## config.mk

```make
export PLATFORM = sky130hd
export DESIGN_NAME = logs_voice_alloc
export DESIGN_NICKNAME = d
export VERILOG_FILES = /design/src/rtl/logs_pkg.sv /design/src/rtl/logs_voice_alloc.sv
export SDC_FILE = /design/constraint.sdc
export NUM_CORES = 1
export LEC_CHECK = 0
export ABC_CLOCK_PERIOD_IN_PS = 7600
export BUFFER_PORTS_ARGS = -buffer_cell sky130_fd_sc_hd__buf_2
export CAP_MARGIN = 15
export CORE_UTILIZATION = 35
export DETAILED_ROUTE_END_ITERATION = 10
export PLACE_DENSITY = 0.51
export SLEW_MARGIN = 20
export SYNTH_ARGS = -nofsm -noshare
export SYNTH_HDL_FRONTEND = slang
export SYNTH_SLANG_ARGS = --single-unit
```

## constraint.sdc

```tcl
create_clock -name clk -period 7.6 [get_ports clk]
set_input_delay 0.38 -clock clk [delete_from_list [all_inputs] [get_ports clk]]
set_output_delay 0.38 -clock clk [all_outputs]
set_load 0.02 [all_outputs]
```

## src/rtl/logs_pkg.sv

```systemverilog
// Shared definitions for the voice allocator: FSM state encoding and default widths.
package logs_pkg;

  typedef enum logic [1:0] {
    ST_IDLE   = 2'd0,
    ST_SCAN   = 2'd1,
    ST_COMMIT = 2'd2
  } state_e;

  localparam int DEF_PW = 12;
  localparam int DEF_NW = 7;
  localparam int DEF_AW = 4;

endpackage

```

## src/rtl/logs_voice_alloc.sv

```systemverilog
// Voice allocator: assigns note-on/off requests to N square-wave voices,
// scanning one voice per cycle and stealing the oldest voice when all are busy.
module logs_voice_alloc
  import logs_pkg::*;
#(
  parameter int N  = 4,
  parameter int PW = DEF_PW,
  parameter int NW = DEF_NW,
  parameter int AW = DEF_AW,
  parameter int IW = (N > 1) ? $clog2(N) : 1
) (
  input  logic            clk,
  input  logic            rst_n,
  input  logic            req_valid,
  output logic            req_ready,
  input  logic            req_on,
  input  logic [NW-1:0]   req_note,
  input  logic [PW-1:0]   req_period,
  output logic [N-1:0]    voice_en,
  output logic [N*PW-1:0] voice_period,
  output logic            done_valid,
  output logic            done_hit,
  output logic            done_stole,
  output logic [IW-1:0]   done_voice
);

  localparam logic [AW-1:0] AGE_MAX = '1;
  localparam logic [IW-1:0] LAST    = IW'(N - 1);

  state_e state, state_nxt;

  logic [IW-1:0] idx;
  logic          lat_on;
  logic [NW-1:0] lat_note;
  logic [PW-1:0] lat_period;

  // Scan candidates: first free voice, oldest active voice, first matching voice.
  logic          free_vld, old_vld, hit_vld;
  logic [IW-1:0] free_idx, old_idx, hit_idx;
  logic [AW-1:0] old_age;

  logic [N-1:0]         en;
  logic [N-1:0][PW-1:0] period;
  logic [N-1:0][NW-1:0] note;
  logic [N-1:0][AW-1:0] age;

  logic          accept, commit, tgt_vld;
  logic [IW-1:0] tgt;

  always_ff @(posedge clk or negedge rst_n) begin
    if (!rst_n) state <= ST_IDLE;
    else        state <= state_nxt;
  end

  always_comb begin
    state_nxt = state;
    req_ready = 1'b0;
    case (state)
      ST_IDLE: begin
        req_ready = 1'b1;
        if (req_valid) state_nxt = ST_SCAN;
      end
      ST_SCAN:   if (idx == LAST) state_nxt = ST_COMMIT;
      ST_COMMIT: state_nxt = ST_IDLE;
      default:   state_nxt = ST_IDLE;
    endcase
  end

  assign accept = req_valid && req_ready;
  assign commit = (state == ST_COMMIT);

  always_ff @(posedge clk or negedge rst_n) begin
    if (!rst_n) begin
      idx        <= '0;
      lat_on     <= 1'b0;
      lat_note   <= '0;
      lat_period <= '0;
      free_vld   <= 1'b0;
      old_vld    <= 1'b0;
      hit_vld    <= 1'b0;
      free_idx   <= '0;
      old_idx    <= '0;
      hit_idx    <= '0;
      old_age    <= '0;
    end else if (accept) begin
      idx        <= '0;
      lat_on     <= req_on;
      lat_note   <= req_note;
      lat_period <= req_period;
      free_vld   <= 1'b0;
      old_vld    <= 1'b0;
      hit_vld    <= 1'b0;
      free_idx   <= '0;
      old_idx    <= '0;
      hit_idx    <= '0;
      old_age    <= '0;
    end else if (state == ST_SCAN) begin
      idx <= (idx == LAST) ? '0 : idx + 1'b1;
      if (!en[idx]) begin
        if (!free_vld) begin
          free_vld <= 1'b1;
          free_idx <= idx;
        end
      end else begin
        // strict compare keeps the lowest index on an age tie
        if (!old_vld || age[idx] > old_age) begin
          old_vld <= 1'b1;
          old_idx <= idx;
          old_age <= age[idx];
        end
        if (!hit_vld && note[idx] == lat_note) begin
          hit_vld <= 1'b1;
          hit_idx <= idx;
        end
      end
    end
  end

  // With no free voice every voice is active, so old_idx is always valid there.
  assign tgt     = lat_on ? (free_vld ? free_idx : old_idx) : hit_idx;
  assign tgt_vld = lat_on || hit_vld;

  always_ff @(posedge clk or negedge rst_n) begin
    if (!rst_n) begin
      en     <= '0;
      period <= '0;
      note   <= '0;
      age    <= '0;
    end else if (commit) begin
      for (int i = 0; i < N; i++) begin
        if (tgt_vld && tgt == IW'(i)) begin
          age[i] <= '0;
          if (lat_on) begin
            en[i]     <= 1'b1;
            note[i]   <= lat_note;
            period[i] <= lat_period;
          end else begin
            en[i]     <= 1'b0;
            period[i] <= '0;
          end
        end else if (lat_on && en[i] && age[i] != AGE_MAX) begin
          age[i] <= age[i] + 1'b1;
        end
      end
    end
  end

  always_ff @(posedge clk or negedge rst_n) begin
    if (!rst_n) begin
      done_valid <= 1'b0;
      done_hit   <= 1'b0;
      done_stole <= 1'b0;
      done_voice <= '0;
    end else begin
      done_valid <= commit;
      if (commit) begin
        done_hit   <= tgt_vld;
        done_stole <= lat_on && !free_vld;
        done_voice <= tgt_vld ? tgt : '0;
      end
    end
  end

  assign voice_en     = en;
  assign voice_period = period;

endmodule

```

======== Word level (Yosys, flattened, before mapping) ========
Cells that the tools add are included.
operators by class
  $add $sub $neg .......................... 5
  muxes and demuxes ....................... 53
  $lt $le $gt $ge ......................... 2
  reductions and logical operators ........ 47
  equality and inequality tests ........... 15
operator list
  cell                                                        number
  two-way mux 4 bit                                           13
  two-way mux 2 bit                                           20
  AND reduction 3 bit                                         7
  AND reduction 2 bit                                         10
  adder 4 x 1 -> 4 bit, second input constant                 4
  inequality test 4 bit, second input constant                4
  nonzero test 2 bit                                          8
  logical AND 1 bit                                           15
  binary-select mux 7 bit (select 2 bit)                      1
  two-way mux 1 bit                                           14
  two-way mux 12 bit                                          1
  binary-select mux 4 bit (select 2 bit)                      1
  == test 2 bit, second input constant                        4
  == test 7 bit                                               1
  two-way mux 7 bit                                           1
  == test 2 x 1 -> 1 bit, second input constant               2
  greater-than comparator 4 bit                               1
  logical NOT 2 bit                                           2
  inequality test 2 x 1 -> 1 bit, second input constant       2
  inequality test 2 bit, second input constant                2
  one-hot mux 2 bit (2 select lines)                          1
  logical NOT 1 bit                                           3
  less-than comparator 2 x 3 -> 1 bit, second input constant  1
  adder 2 x 1 -> 2 bit, second input constant                 1
  2 further kinds                                             3
storage, ports and cells
  output and inout bits ................... 58
  input bits .............................. 23
  flip-flop bits (word level) ............. 138
  logic and storage cells ................. 154

======== Longest topological paths before layout ========
Gate-level depths: netlist of run 1.
  word-level depth ........................ 8
  gate-level depth with buffers ........... 11
  mapped depth without buffers ............ 9

======== Worst setup path before layout of run 1 ========
OpenSTA, ideal clock, no wires.
  path kind ............................... register to register
  start point ............................. register idx[0]
  end point ............................... register old_age[0]
  period minus slack after synthesis ...... 2,781 ps
  library setup time ...................... 79 ps
  data required time ...................... 7,521 ps
  arrival time ............................ 2,702 ps
  stages on the path, launching flop included .. 11
  path buffers ............................ 2
  path slack .............................. 4,819 ps
  cells stage by stage .................... dfrtp_1 -> buf_6 -> buf_2 -> mux4_2 -> ha_1 -> nor2b_1 -> o21a_1 -> o21ai_0 -> nand2b_1 -> a311oi_4 -> mux2i_1
between the ends
  word-level cells in the longest chain between the ends .. 6
  elaborated cells on any way between the ends .. 13
  those cells by class .................... order compare: 1; mux: 8; reduce/logical: 4
RTL lines
  what                                                                              RTL line                                          source
  start: declaration                                                                logs_voice_alloc.sv:32                            logic [IW-1:0] idx;
  start signal: assignment                                                          logs_voice_alloc.sv:98                            idx <= (idx == LAST) ? '0 : idx + 1'b1;
  binary-select mux 4 bit (select 2 bit)                                            logs_voice_alloc.sv:106, logs_voice_alloc.sv:109
  two-way mux 4 bit (not written as such)                                           logs_voice_alloc.sv:106, logs_voice_alloc.sv:109
  greater-than comparator 4 bit / two-way mux 4 bit (equally long branches)         logs_voice_alloc.sv:106                           if (!old_vld || age[idx] > old_age) begin
  logical OR 1 bit / two-way mux 4 bit (equally long branches)                      logs_voice_alloc.sv:106, logs_voice_alloc.sv:99
  nonzero test 2 bit (no source line) / two-way mux 4 bit (equally long branches)   n/a
  AND reduction 3 bit (no source line) / two-way mux 4 bit (equally long branches)  n/a
  end signal: assignment                                                            logs_voice_alloc.sv:109                           old_age <= age[idx];
  end: declaration                                                                  logs_voice_alloc.sv:40                            logic [AW-1:0] old_age;
Parallel ways exist; a longest one is shown, timed or not. The select of a mux whose other input is x is not followed.
A chain may end at the register's enable or synchronous reset.

======== Worst setup path in the final report of run 1 ========
  start point ............................. register idx[0]
  end point ............................... register old_age[2]
The elaborated chain is that of the path after synthesis.

==> run_results.csv, run 1 <==
group,metric,value,unit
die,start_util,0.361,
die,dieArea,17800,um2
yosys,synth.net_count,575,
sta,relSlewSlack,0.312,
worst_setup_path,setup.worst_path.start,"idx[0]$_DFFE_PN0P_",
finish,fin_area,7180,um2
drt,firstDrtPassIters,4,
sta,finalSetupViolations,0,
yosys,synth_area_per_cell,11.1,um2
cts,clock-sinks,138,
yosys,synth_common_cells,"148 x nand2_1, 138 x dfrtp_1, 51 x o21ai_0",
sta,worst_pin_slew,1.03,ns
status,outcome,"finished clean",
finish,area_growth,19.0,%
finish,layout-drive-gt1-share,0.244,
grt,track_usage,0.172,
worst_setup_path,critPathArrivalTime,3.56,ns
yosys,synth.cell_area,6030,um2
yosys,synthCells,543,
cts,h-tree-depth,4,
worst_setup_path,r2r_start,"idx[0]$_DFFE_PN0P_",
grt,grt_pass1_vias,4351,
drt,routedWlPerCell,16.4,um
sta,fin_setup_tns,0,ns
power_and_ir_drop,power.total,2.62,mW
worst_setup_path,cp_max_fo,19,
place,dp.cells,819,
cts,cts_tree,"done",
min_path,holdCritStartpoint,"req_note[1]",
yosys,synthArstFlopShare,1.00,
place,placed_cell_area,6590,um2
grt,grt-ovfl-total,0,
sta,post-route-period-util,0.424,
power_and_ir_drop,leakage,3.62,nW
sta,fin_skew,0.00693,ns
sta,holdWs,0.146,ns
grt,grt_pass1_wl,23.3,mm
power_and_ir_drop,p_seq_frac,0.427,
cts,post_cts_buffers,0,
sta,final_hold_viol_count,0,
cts,cts_root_buf,"clkbuf_16",
drt,final_antenna_net_count,0,
cts,path_clk_slew,0.06,ns
power_and_ir_drop,intPower,1.72,mW
die,die_y,133,um
sta,drv_slew,0,
sta,rsz0062_at_grt,"false",
grt,grt_max_degree,88,
place,place.gp.congestion,0.794,
yosys,synth_seq_cells,138,
worst_setup_path,crit_type,"register to register",
yosys,ys.warnings.count,0,
power_and_ir_drop,p_sw,0.897,mW
drt,drc_errors,0,
grt,antenna_found_initial,0,
cts,cts-resized-gates,0,
die,io_pins,81,
min_path,hold_class,"input port to register",
power_and_ir_drop,pwr-share-comb,0.265,
power_and_ir_drop,clkPwrFrac,0.308,
place,post-dp-hpwl,9.38,mm
yosys,synth_largest_area_cell,"dfrtp_1",
flow_run,max-cap-violations,0,
yosys,synth_edf_count,0,
die,row_count,47,
yosys,yosys.cell_types.count,38,
die,core_area,16700,um2
place,port_buffers,80,
die,die_w,133,um
cts,clk_latency,0.42,ns
worst_setup_path,startpoint_type,"register",
yosys,ys_seq_area_frac,0.572,
power_and_ir_drop,powerDensity,365,nW/um2
sta,max_freq,0.310,GHz
yosys,ys.flop_type,"dfrtp_1",
power_and_ir_drop,ir_drop,0.159,mV
sta,min_period,3.22,ns
finish,num-nets-final,651,
worst_setup_path,worstPathRequired,7.94,ns
worst_setup_path,end_kind,"register",
finish,antenna_cells_inserted,0,
yosys,synth_top_area_frac,0.572,
finish,fillCellCount,1637,
power_and_ir_drop,switching_share,0.342,
cts,numCtsBuffers,17,
finish,stdcell_count,850,
drt,routed_wirelength,13.9,mm
cts,clockBufferDepth,2,
drt,vias,4164,
yosys,synth.top_cells.by_area,"dfrtp_1 57%, nand2_1 9.2%, mux2_2 6.3%, o21ai_0 4.2%, mux4_1 2.6%",
worst_setup_path,reg2reg_setup_slack,4.38,ns
drt,viasPerCell,4.90,
yosys,synth.most_common_cell,"nand2_1",
drt,drtIter0Drc,222,
-- critical path: stages (launching register included) --
cell and delay (ns):
dfrtp_1 0.88, mux4_2 0.62, ha_1 0.30, nor2b_1 0.13, o21a_1 0.15, o21ai_0 0.14, nand2b_1 0.12, a311oi_4 0.53
mux2i_1 0.26
-- per-stage QoR --
stage          setup slack (ns)  utilization
2_1_floorplan              4.82            -
3_3_place_gp               4.45        0.395
3_5_place_dp               4.34        0.395
4_1_cts                    4.34        0.430
5_1_grt                    4.06        0.430
6_report                   4.38        0.430
-- repair_timing --
| action | CTS | global route |
|---|---|---|
| endpoints found under the hold margin | 51 | 0 |
| setup endpoints to repair | 0 | 0 |
| hold buffers | 1 | 0 |
-- cells in the final DEF, fill, tap and decap left out, types with 3 or more instances in the layout --
cell type,n
nand3_1,5
clkbuf_8,3
ha_1,9
clkbuf_1,3
or3_1,3
dfrtp_1,138
and2_1,14
mux2i_1,12
o21ai_1,6
inv_1,9
and3_1,4
nand2_1,148
nor2b_1,6
o21ai_0,51
mux4_1,6
mux2_2,34
clkbuf_16,17
nor2_1,16
xnor2_1,13
clkinvlp_4,3
nand2b_1,4
a22o_1,5
a21oi_1,3
mux4_2,5
nand4_1,8
buf_2,79
-- cell type report --
type	count	area [um2]	area share
timing repair buffer	84	443	0.0617
clock buffer	23	478	0.0666
inverter	9	33.8	0.00471
multi-input combinational	369	2400	0.335
tap	220	275	0.0384
sequential	138	3450	0.481
clock inverter	7	92.6	0.0129
-- registers in the layout, indices dropped and copies added (netlist names), 4 cells and up --
signal	flops
lat_period	12
voice_period	48
note	28
age	16
old_age	4
voice_en	4
lat_note	7
-- worst paths after layout --
| path | depth (start not counted) | to |
|---|---|---|
| setup reg to reg | 8 | old_age[2]$_DFFE_PN0P_ |
| hold / removal | 3 | lat_note[1]$_DFFE_PN0P_ |
| max in group asynchronous | 3 | voice_period[22]$_DFFE_PN0P_ |
| hold reg to reg | 2 | lat_period[3]$_DFFE_PN0P_ |
| min in group asynchronous | 2 | done_valid$_DFF_PN0_ |
| setup / recovery | 8 | old_age[2]$_DFFE_PN0P_ |
-- logic make-up (layout without fill, tap and decap cells) --
| logic type | count (synthesis) | after routing | synth area share |
|---|---|---|---|
| buffers and inverters | 36 | 123 | 0.0295 |
| AOI/OAI and AO/OA | 74 | 74 | 0.0711 |
| muxes | 58 | 58 | 0.130 |
| and+or+nand+nor | 213 | 213 | 0.156 |
| xor gates and xnor gates | 15 | 15 | 0.0218 |
| DFF | 138 | 138 | 0.572 |
| adders and majority gates | 9 | 9 | 0.0187 |
-- power by group through the flow --
stage,clock [mW],sequential (mW),combinational [mW]
2_1_floorplan,0,1.12,0.484
3_3_place_gp,0,1.13,0.690
3_5_place_dp,0,1.14,0.703
4_1_cts,0.823,1.12,0.708
5_1_grt,0.856,1.15,0.775
6_report,0.807,1.12,0.695
-- routing by layer --
metal,GRT usage,vias to the layer above,share of wire
met2,0.266,71,0.46
li1,-,2000,-
met1,0.234,2075,0.48
met3,0.0392,18,0.042
met4,0.0676,0,0.015
met5,0,-,0
No activity file was read; power rests on OpenSTA's default activity.
==> inputs of run 2 (changes only) <==
--- a/config.mk
+++ b/config.mk
@@ -5,7 +5,7 @@
 export SDC_FILE = /design/constraint.sdc
 export NUM_CORES = 1
 export LEC_CHECK = 0
-export ABC_CLOCK_PERIOD_IN_PS = 7600
+export ABC_CLOCK_PERIOD_IN_PS = 3100
 export BUFFER_PORTS_ARGS = -buffer_cell sky130_fd_sc_hd__buf_2
 export CAP_MARGIN = 15
 export CORE_UTILIZATION = 35
==> constraint.sdc (replaced) <==
create_clock -name clk -period 3.1 [get_ports clk]
set_input_delay 0.155 -clock clk [delete_from_list [all_inputs] [get_ports clk]]
set_output_delay 0.155 -clock clk [all_outputs]
set_load 0.02 [all_outputs]
==> run 2 against run 1 <==
Setup slack worse by 3.9 ns; core utilization is 1.6 points higher; worst hold slack worse by 0.074 ns; via count up 2.0%; combinational power grew to 2.7 times the previous value; first-iteration DRC count rose by 15%; cell count up 3.4%; non-clock buffer count increased by 27; critical path type unchanged; largest power group unchanged.
==> run_results.csv, run 2 (synthesis gave the netlist of run 1 again) <==
group,metric,value,unit
worst_setup_path,max_stage_delay,0.53,ns
drt,routed_wirelength,14.3,mm
place,port_buffers,80,
cts,cts_root_buf,"clkbuf_16",
worst_setup_path,startpoint_type,"register",
die,dieArea,17800,um2
finish,area_growth,23.5,%
worst_setup_path,worstPathRequired,3.42,ns
worst_setup_path,r2r-end,"old_age[1]$_DFFE_PN0P_",
finish,largest_reg_flops,48,
cts,clockBufferDepth,2,
worst_setup_path,end_kind,"register",
cts,clk_latency,0.42,ns
drt,drc_errors,0,
grt,grt_pass1_wl,23.7,mm
die,start_util,0.361,
sta,relSlewSlack,0.346,
finish,layout-drive-gt1-share,0.249,
worst_setup_path,cp_max_fo,6,
sta,fin_skew,0.0175,ns
power_and_ir_drop,powerDensity,883,nW/um2
cts,clock-sinks,138,
sta,finalSetupViolations,0,
drt,vias,4248,
sta,max_freq,0.380,GHz
drt,drtIter0Drc,256,
die,row_count,47,
cts,path_clk_slew,0.06,ns
sta,rsz0062_at_grt,"false",
drt,routedWlPerCell,16.2,um
worst_setup_path,cp_slowest_cell,"a311oi_4",
cts,h-tree-depth,4,
worst_setup_path,r2r_start,"age[1]$_DFFE_PN0P_",
sta,min_period,2.63,ns
flow_run,max-cap-violations,0,
grt,grt_pass1_vias,4411,
drt,viasPerCell,4.83,
min_path,hold_class,"input port to register",
die,die_w,133,um
worst_setup_path,worstRegToRegCells,8,
die,die_y,133,um
worst_setup_path,critPathArrivalTime,2.95,ns
grt,track_usage,0.175,
worst_setup_path,setup.worst_path.start,"age[1]$_DFFE_PN0P_",
finish,layout_common_cells,"148 x nand2_1, 138 x dfrtp_1, 79 x buf_2",
finish,num-nets-final,678,
worst_setup_path,path_cells,"mux4_2 > ha_1 > nor2b_1 > o21a_1 > o21ai_0 > nand2b_1 > a311oi_4 > mux2i_1",
sta,drv_slew,0,
sta,final_hold_viol_count,0,
worst_setup_path,crit_type,"register to register",
finish,antenna_cells_inserted,0,
power_and_ir_drop,power.total,6.58,mW
cts,cts_tree,"done",
grt,grt_max_degree,85,
sta,fin_setup_tns,0,ns
sta,worst_pin_slew,0.980,ns
power_and_ir_drop,ir_drop,0.398,mV
grt,grt-ovfl-total,0,
cts,cts-resized-gates,0,
min_path,hold_depth,3,
finish,stdcell_count,879,
drt,final_antenna_net_count,0,
finish,layout_commonest_cell,"nand2_1",
place,post-dp-hpwl,9.68,mm
worst_setup_path,cp-endpoint,"old_age[1]$_DFFE_PN0P_",
cts,post_cts_buffers,0,
drt,firstDrtPassIters,4,
die,core_area,16700,um2
power_and_ir_drop,leakage,3.75,nW
finish,fillCellCount,1609,
place,dp.cells,826,
sta,holdWs,0.0726,ns
die,io_pins,81,
grt,antenna_found_initial,0,
place,place.gp.congestion,0.790,
worst_setup_path,reg2reg_setup_slack,0.47,ns
status,outcome,"finished clean",
cts,numCtsBuffers,17,
sta,post-route-period-util,0.849,
-- run 2: cell count changes in the layout (fill, tap and decap cells not counted), moves of 2 or more --
cell / change
buf_4: +8
clkbuf_8: -2
clkinv_2: +3
dlygate4sd3_1: +20
-- run 2: power by group --
part | switching (mW) | leakage [nW] | internal [mW]
registers | 0.358 | 1.86 | 2.27
clock network | 0.758 | 0.290 | 1.28
logic | 1.14 | 1.60 | 0.765
total | 2.25 | 3.75 | 4.32
-- run 2: worst min-delay path by stage --
| stage | startpoint | end |
|---|---|---|
| final | req_valid | state[0]$_DFFE_PN0P_ |
| after global routing | req_valid | state[0]$_DFFE_PN0P_ |
| after CTS | req_valid | state[0]$_DFFE_PN0P_ |
| after detailed placement | rst_n | done_valid$_DFF_PN0_ |
| after global placement | rst_n | done_voice[1]$_DFFE_PN0P_ |
| after floorplan | rst_n | age[0]$_DFFE_PN0P_ |
-- run 2: per-layer routing --
| layer | global-route usage | routed length, um |
|---|---|---|
| met5 | 0 | 0 |
| met4 | 0.0556 | 39 |
| met3 | 0.0400 | 503 |
| met2 | 0.277 | 6860 |
| met1 | 0.239 | 6880 |
-- run 2: final cells by class --
class | count | area, um2 | share of cell area
Clock buffer | 20 | 447 | 0.0600
Clock inverter | 12 | 148 | 0.0198
Inverter | 9 | 33.8 | 0.00453
Multi-Input combinational cell | 369 | 2400 | 0.322
Sequential cell | 138 | 3450 | 0.464
Tap cell | 220 | 275 | 0.0369
Timing Repair Buffer | 111 | 692 | 0.0929
-- run 2: per-stage QoR --
stage | utilization | setup slack, ns | cell area [um2]
6_report | 0.446 | 0.469 | 7450
5_1_grt | 0.446 | 0.351 | 7450
4_1_cts | 0.446 | 0.465 | 7450
3_5_place_dp | 0.398 | 0.475 | 6650
3_3_place_gp | 0.398 | 0.544 | 6650
2_1_floorplan | - | 0.319 | 6030
-- run 2: timing repair --
item	in CTS	in global routing
hold endpoints to repair	102	0
hold buffers	21	0
endpoints found under the setup margin	0	0
-- run 2: critical path: cells and delay by family (launching register included) --
kind / cells / cell delay (ns)
AND/OR/NAND/NOR: 2 / 0.26
multiplexers: 2 / 0.75
adder cells (fa/ha/maj): 1 / 0.30
AO/OA/AOI/OAI: 3 / 0.82
flip-flops: 1 / 0.42
